<file path="src/rtl/vdp_pkg.sv">
// Shared types for the video line-buffer controller: address/colour widths and
// the draw-side state encoding.
package vdp_pkg;
  localparam int LB_LINE_WORDS = 80;

  typedef logic [8:0] colour_t;
  typedef logic [8:0] lb_addr_t;

  typedef enum logic [1:0] {
    ST_IDLE,
    ST_DRAW,
    ST_DONE
  } draw_state_t;
endpackage

</file>
<file path="src/rtl/lb_clear_seq.sv">
// Walks the on-screen buffer from word 0 to LINE_WORDS-1, one word per cycle,
// after every start pulse; a new start restarts the walk from 0.
module lb_clear_seq
  import vdp_pkg::*;
#(
  parameter int LINE_WORDS = LB_LINE_WORDS
) (
  input  logic     clk_draw,
  input  logic     rst_draw,
  input  logic     start,
  output lb_addr_t addr,
  output logic     we,
  output logic     clearing
);
  logic last;
  assign last = (addr == lb_addr_t'(LINE_WORDS - 1));

  always_ff @(posedge clk_draw or posedge rst_draw) begin
    if (rst_draw) begin
      addr     <= '0;
      we       <= 1'b0;
      clearing <= 1'b0;
    end else if (start) begin
      addr     <= '0;
      we       <= 1'b1;
      clearing <= 1'b1;
    end else if (we) begin
      if (last) begin
        addr     <= '0;
        we       <= 1'b0;
        clearing <= 1'b0;
      end else begin
        addr <= addr + lb_addr_t'(1);
      end
    end
  end
endmodule

</file>
<file path="src/rtl/linebuffer_ctrl.sv">
// Double-buffered scanline controller: flips buffers on line_start, clears the
// newly displayed buffer and forwards renderer writes into the hidden one.
module linebuffer_ctrl
  import vdp_pkg::*;
#(
  parameter int      LINE_WORDS   = LB_LINE_WORDS,
  parameter colour_t CLEAR_COLOUR = 9'h000
) (
  input  logic        clk_draw,
  input  logic        rst_draw,
  input  logic        line_start,
  input  logic        draw_valid,
  input  logic [8:0]  draw_addr,
  input  logic [7:0]  draw_we,
  input  logic [71:0] draw_colour,
  input  logic        draw_last,
  output logic        draw_ready,
  output logic        line_req,
  output logic        buffsel_draw,
  output logic [8:0]  addr_on_draw,
  output logic        we_on_draw,
  output logic [71:0] colour_on_draw,
  output logic [8:0]  addr_off_draw,
  output logic [7:0]  we_off_draw,
  output logic [71:0] colour_off_draw,
  output logic        clearing,
  output logic [7:0]  overrun_count,
  output logic        addr_err
);
  draw_state_t state, state_next;
  logic        ready_next;
  logic        accept;
  logic        addr_ok;
  logic        overrun_hit;

  assign accept  = draw_valid && draw_ready;
  assign addr_ok = (draw_addr < lb_addr_t'(LINE_WORDS));

  always_comb begin
    state_next  = state;
    overrun_hit = 1'b0;
    if (line_start) begin
      state_next  = ST_DRAW;
      // A flip that interrupts either an unfinished line or a running clear
      // counts once, however many of the two it interrupts.
      overrun_hit = (state == ST_DRAW) || we_on_draw;
    end else begin
      case (state)
        ST_DRAW: if (accept && draw_last) state_next = ST_DONE;
        default: state_next = state;
      endcase
    end
    // Hold ready low during the line_req cycle so the renderer sees a clean start.
    ready_next = (state_next == ST_DRAW) && !line_start;
  end

  always_ff @(posedge clk_draw or posedge rst_draw) begin
    if (rst_draw) begin
      state        <= ST_IDLE;
      draw_ready   <= 1'b0;
      line_req     <= 1'b0;
      buffsel_draw <= 1'b0;
    end else begin
      state        <= state_next;
      draw_ready   <= ready_next;
      line_req     <= line_start;
      buffsel_draw <= buffsel_draw ^ line_start;
    end
  end

  always_ff @(posedge clk_draw or posedge rst_draw) begin
    if (rst_draw) begin
      we_off_draw     <= '0;
      addr_off_draw   <= '0;
      colour_off_draw <= '0;
      addr_err        <= 1'b0;
      overrun_count   <= '0;
    end else begin
      we_off_draw <= (accept && addr_ok) ? draw_we : 8'h00;
      if (accept) begin
        addr_off_draw   <= draw_addr;
        colour_off_draw <= draw_colour;
      end
      if (accept && !addr_ok) addr_err <= 1'b1;
      if (overrun_hit && (overrun_count != 8'hFF)) overrun_count <= overrun_count + 8'd1;
    end
  end

  always_ff @(posedge clk_draw or posedge rst_draw) begin
    if (rst_draw) colour_on_draw <= {8{CLEAR_COLOUR}};
    else          colour_on_draw <= {8{CLEAR_COLOUR}};
  end

  lb_clear_seq #(
    .LINE_WORDS(LINE_WORDS)
  ) u_clear (
    .clk_draw (clk_draw),
    .rst_draw (rst_draw),
    .start    (line_start),
    .addr     (addr_on_draw),
    .we       (we_on_draw),
    .clearing (clearing)
  );
endmodule

</file>
<file path="config.mk">
export PLATFORM = sky130hd
export DESIGN_NAME = linebuffer_ctrl
export DESIGN_NICKNAME = d
export VERILOG_FILES = /design/src/rtl/vdp_pkg.sv /design/src/rtl/lb_clear_seq.sv /design/src/rtl/linebuffer_ctrl.sv
export SDC_FILE = /design/constraint.sdc
export NUM_CORES = 1
export LEC_CHECK = 0
export CAP_MARGIN = 25
export CORE_ASPECT_RATIO = 1.5
export CORE_MARGIN = 2
export CORE_UTILIZATION = 39
export DETAILED_ROUTE_END_ITERATION = 8
export GPL_ROUTABILITY_DRIVEN = 0
export HOLD_SLACK_MARGIN = 0.15
export PLACE_DENSITY = 0.81
export SKIP_CTS_REPAIR_TIMING = 1
export SLEW_MARGIN = 20
export SYNTH_ARGS = -nofsm -noshare
export SYNTH_HDL_FRONTEND = slang
export SYNTH_SLANG_ARGS = --single-unit
</file>
<file path="constraint.sdc">
create_clock -name clk_draw -period 4.9 [get_ports clk_draw]
set_input_delay 0.98 -clock clk_draw [delete_from_list [all_inputs] [get_ports clk_draw]]
set_output_delay 0.98 -clock clk_draw [all_outputs]
set_load 0.03 [all_outputs]
</file>
==> impl_metrics.yaml, run 1 <==
setup_path:
  critPathLaunchType: "flop"
  crit_chain: "clkdlybuf4s50_1"
  crit_required_ns: 3.92
  r2r_slack_ns: 3.22
  crit_family: "buffers and inverters"
  worstSetupPathType: "flop to output pin"
  crit_path_max_incr_delay_ns: 0.75
  crit_slowest_cell: "clkdlybuf4s50_1"
  cp_max_fo: 10
  critical_path_arrival_ns: 1.69
  crit_buf_inv: 1
  cp-end-kind: "output pin"
floorplan:
  dieArea_sq_um: 13800
  die_w_microns: 96.4
  rows: 50
  dieHeight_microns: 143
  ioPinCount: 278
  start_util_pct: 39.9
  coreArea_sq_um: 12500
synth:
  yosysSeqAreaShare_pct: 57.1
  async_reset_ff_share_pct: 100
  ys_top_cells_by_count: "dfrtp_1, mux2_2, buf_4"
  synth_ff_type: "dfrtp_1"
  syn-cell-area_sq_um: 5000
  synth_top_area_cell: "dfrtp_1"
  synth_top_area_share_pct: 57.1
  synth_seq_cells: 114
  synth_area_leaders: "dfrtp_1, mux2_2, buf_4, xor2_1, and2_1"
  synth.distinct_cells: 37
  ys_warn_count: 0
  synth.avg_cell_area_sq_um: 13.5
  synth-edff-count: 0
  synth.most_common_cell: "dfrtp_1"
  syn_inst: 369
timing:
  fmax_ghz: 0.375
  final.setup.tns_ns: 0
  grt_setup_unrepaired: "no"
  layout_min_cycle_time_ns: 2.67
  slew_violations: 0
  min_period_over_period_pct: 54.5
  worst-slew-pin-transition_ns: 0.700
  hold_viol: 0
  skew_ns: 0.00524
  setup_viol: 0
  slew_headroom_pct: 53.4
grt:
  grt_use_met2_pct: 31.9
  antenna_found_initial: 0
  first_global_vias: 3482
  grt_use_met3_pct: 5.49
  grt_pass1_wl_mm: 17.5
  grt_max_degree: 83
  grt_overflow: 0
  grt_usage_pct: 17.0
  use_met1_pct: 16.4
  busiest_layer: "met2"
drt:
  dr.first_iter.drc_count: 95
  dr.pass1.iters: 4
  final_antenna_net_count: 0
  wire_per_inst_microns: 15.8
  drt_wl_total_mm: 11.9
  vias: 3382
  post_drt_via_cell_ratio: 4.50
  drc: 0
worst_hold_path:
  hold_class: "flop to flop"
cts:
  clock_latency_ns: 0.39
  cts_tree: "built"
  clk_path_buf_depth: 2
  htree_levels: 4
  clock-root-buffer: "clkbuf_16"
  numCtsBuffers: 17
  clkTransAtPathRegs_ns: 0.05
  clock_sinks: 114
run_status:
  status: "completed"
power:
  leakage_nw: 3.26
  power.density_nw_per_um2: 478
  vdd_drop_max_mv: 0.326
placed_design:
  portBuffers: 205
  dp_hpwl_mm: 8.77
  place_area_sq_um: 6930
finish:
  syn2layout_area_growth_pct: 49.8
  design_area_sq_um: 7490
  drive_gt1_share_pct: 20.5
  nNetsFinal: 679
  antenna_cells: 0
  fillers: 1020
run:
  maxCapViolCount: 0
[report_power, final]
part / switching [mW] / internal, mW
clock network: 0.410 / 0.700
registers: 0.120 / 1.13
logic: 0.682 / 0.539
total: 1.21 / 2.37
[state kept, by name, summed over array words and instances, names as in the netlist]
register and count:
buffsel_draw 1, we_off_draw 8, u_clear.clearing 1, addr_off_draw 9
u_clear.we 1, state 2, addr_err 1, u_clear.addr 9
draw_ready 1, line_req 1, colour_off_draw 72, overrun_count 8
[per-layer routing]
layer  routed length, microns  part of all wire [%]
met2                     6770                    57
met3                     1000                   8.4
met4                      271                   2.3
met1                     3840                    32
met5                        0                     0
[through the flow]
step           hold slack [ns]  cells  util (%)  setup slack, ns  total power [mW]
2_1_floorplan            0.480    440         -            0.904              2.00
3_3_place_gp             0.442    719      55.4             2.06              2.46
3_5_place_dp             0.448    719      55.4             1.98              2.49
4_1_cts                  0.468    750      59.7             2.20              3.62
5_1_grt                  0.488    751      59.8             2.16              3.74
6_report                 0.461    751      59.8             2.23              3.58
[layout by cell type (no fill, tap or decap), types with 2 or more instances in the layout]
master           netlist  layout
xnor2_1                3       3
a21oi_1                2       2
clkbuf_16              0      17
clkinvlp_4             0       4
nand3_1                4       4
nand2_1               10       9
a2111oi_4              2       2
xor2_1                12      12
o21ai_0                3       3
nor3_1                 2       2
mux2_2                82      82
a21o_1                 3       3
clkinv_2               0       6
clkdlybuf4s50_1        0     205
clkbuf_1               1       2
nand2b_1               4       4
and3_1                 2       2
nor2_1                10      10
and2_1                12      12
dfrtp_1              114     114
conb_1                 1      72
ha_1                   2       2
inv_1                  3       2
[path summary, 6_finish.rpt]
kind / start / endpoint / cells past startpoint
worst min register to register: buffsel_draw / buffsel_draw / 1
worst max-delay path: u_clear.we / we_on_draw / 1
worst max register to register: draw_ready / colour_off_draw[14] / 3
min in group asynchronous: rst_draw / colour_off_draw[12] / 2
max in group asynchronous: rst_draw / colour_off_draw[18] / 3
worst min-delay path: buffsel_draw / buffsel_draw / 1
[cell type report]
type / count / area [sq um] / share of cell area [%]
clock buffer: 20 / 447 / 5.97
clock inverter: 11 / 90.1 / 1.20
inverter: 3 / 16.3 / 0.217
multi-input combinational: 240 / 1810 / 24.1
sequential: 114 / 2850 / 38.1
tap: 156 / 195 / 2.61
timing repair buffer: 207 / 2080 / 27.8
[cells by family (layout without fill, tap and decap cells)]
family	Yosys count	after routing	synth area share (%)
flops	114	114	57.1
buf+inv	86	241	12.2
mux	82	82	18.5
other cells	1	72	0.0750
xor+xnor	15	15	2.63
compound gates	16	16	3.18
fa+ha+maj	2	2	0.501
simple gates	53	53	5.81
Power figures use the tool's default switching activity.
==> inputs of run 2 (changes only) <==
==> constraint.sdc (replaced) <==
create_clock -name clk_draw -period 2.7 [get_ports clk_draw]
set_input_delay 0.54 -clock clk_draw [delete_from_list [all_inputs] [get_ports clk_draw]]
set_output_delay 0.54 -clock clk_draw [all_outputs]
set_load 0.03 [all_outputs]
==> impl_metrics.yaml, run 2 (same netlist as run 1, synthesis figures left out) <==
run_status:
  status: "completed"
drt:
  vias: 3374
  final_antenna_net_count: 0
  post_drt_via_cell_ratio: 4.47
  dr.first_iter.drc_count: 45
  drc: 0
  dr.pass1.iters: 4
  drt_wl_total_mm: 12.2
  wire_per_inst_microns: 16.2
setup_path:
  crit_path_max_incr_delay_ns: 0.74
  crit_slowest_cell: "clkdlybuf4s50_1"
  cp-end-kind: "output pin"
  critical_path_arrival_ns: 1.68
  worstSetupPathType: "flop to output pin"
  r2r_start: "draw_ready"
  crit_family: "buffers and inverters"
  crit_buf_inv: 1
  crit_start: "u_clear.we"
  crit_chain: "clkdlybuf4s50_1"
  crit_required_ns: 2.16
  critPathLaunchType: "flop"
  cp_max_fo: 10
timing:
  final.setup.tns_ns: 0
  slew_violations: 0
  layout_min_cycle_time_ns: 2.22
  fmax_ghz: 0.451
  min_period_over_period_pct: 82.0
  skew_ns: 0.00642
  setup_viol: 0
  slew_headroom_pct: 52.0
  hold_slack_ns: 0.464
  worst-slew-pin-transition_ns: 0.721
  hold_viol: 0
  grt_setup_unrepaired: "no"
power:
  internal_power_mw: 4.53
  pwr-share-seq_pct: 33.7
  combPwrFrac_pct: 33.0
  sw_frac_of_total_pct: 32.9
  leakage_nw: 3.31
  p_switching_mw: 2.22
  vdd_drop_max_mv: 0.679
  clockPowerShare_pct: 33.3
  power.total_mw: 6.75
  power.density_nw_per_um2: 889
finish:
  largest_reg_flops: 72
  top_regs: "colour_off_draw x72, addr_off_draw x9, u_clear.addr x9"
  finalNonFillerCells: 755
  regMostFlops: "colour_off_draw"
  drive_gt1_share_pct: 21.2
  design_area_sq_um: 7590
  layout_common_cells: "clkdlybuf4s50_1, dfrtp_1, mux2_2, conb_1, clkbuf_16"
  layout_commonest_cell: "clkdlybuf4s50_1"
  nNetsFinal: 682
  syn2layout_area_growth_pct: 52.0
placed_design:
  dp_hpwl_mm: 9.30
  portBuffers: 205
  place_area_sq_um: 6980
  dp.cells: 723
cts:
  numCtsBuffers: 17
  clock-root-buffer: "clkbuf_16"
  htree_levels: 4
  cts_tree: "built"
  clk_path_buf_depth: 2
  clock_latency_ns: 0.40
  clock_sinks: 114
  clkTransAtPathRegs_ns: 0.05
grt:
  antenna_found_initial: 0
  grt_max_degree: 59
  grt_usage_pct: 17.9
  grt_overflow: 0
  first_global_vias: 3525
  grt_pass1_wl_mm: 18.3
floorplan:
  coreArea_sq_um: 12500
  rows: 50
  dieArea_sq_um: 13800
  ioPinCount: 278
  die_w_microns: 96.4
  start_util_pct: 39.9
  dieHeight_microns: 143
worst_hold_path:
  hold_class: "flop to flop"
  min_from: "buffsel_draw"
run:
  maxCapViolCount: 0
## run 2: changes by cell type in the layout (fill, tap and decap cells not counted)
| cell | delta |
|---|---|
| clkbuf_8 | +5 |
| clkinv_2 | -4 |
| buf_4 | +2 |
| clkbuf_1 | -2 |
| buf_12 | +1 |
| bufinv_16 | +1 |
| clkinvlp_4 | +1 |
| diode_2 | +1 |
| inv_6 | -1 |
## run 2: final cells by class
class / instances / area [sq um]
Clock buffer: 23 / 508
Sequential cell: 114 / 2850
Clock inverter: 8 / 100
Inverter: 3 / 15.0
Multi-Input combinational cell: 240 / 1810
Tap cell: 156 / 195
Timing Repair Buffer: 210 / 2110
Fill cell: 977 / 4920
Antenna cell: 1 / 2.50
## run 2: routing by layer
metal  up-vias  share of wire, %  global-route usage, %
met5         -                 0                      0
met4         0               2.4                   8.15
met3        22               8.5                   5.38
met2       167                57                   33.6
met1      1645                32                   17.3
li1       1540                 -                      -
## run 2: path summary, 6_finish.rpt
| kind | to | slack (ns) | cells after the start |
|---|---|---|---|
| worst max-delay path | we_on_draw | 0.48 | 1 |
| worst min-delay path | buffsel_draw | 0.46 | 1 |
| worst max register to register | colour_off_draw[4] | 1.13 | 3 |
| worst min register to register | buffsel_draw | 0.46 | 1 |
| max in group asynchronous | overrun_count[6] | 1.47 | 3 |
| min in group asynchronous | colour_off_draw[30] | 0.73 | 3 |
## run 2: power by group through the flow
stage          Clock, mW  Sequential (mW)  Combinational, mW
2_1_floorplan          0             2.96              0.675
3_3_place_gp           0             2.28               2.21
3_5_place_dp           0             2.31               2.24
4_1_cts             2.30             2.28               2.25
5_1_grt             2.38             2.32               2.34
6_report            2.25             2.27               2.23
## run 2: through the flow
stage               setup WS, ns  utilization [%]
global route               0.427             60.7
detailed placement         0.488             55.8
CTS                        0.462             60.7
global placement           0.535             55.8
finish                     0.485             60.7
floorplan                  0.775                -
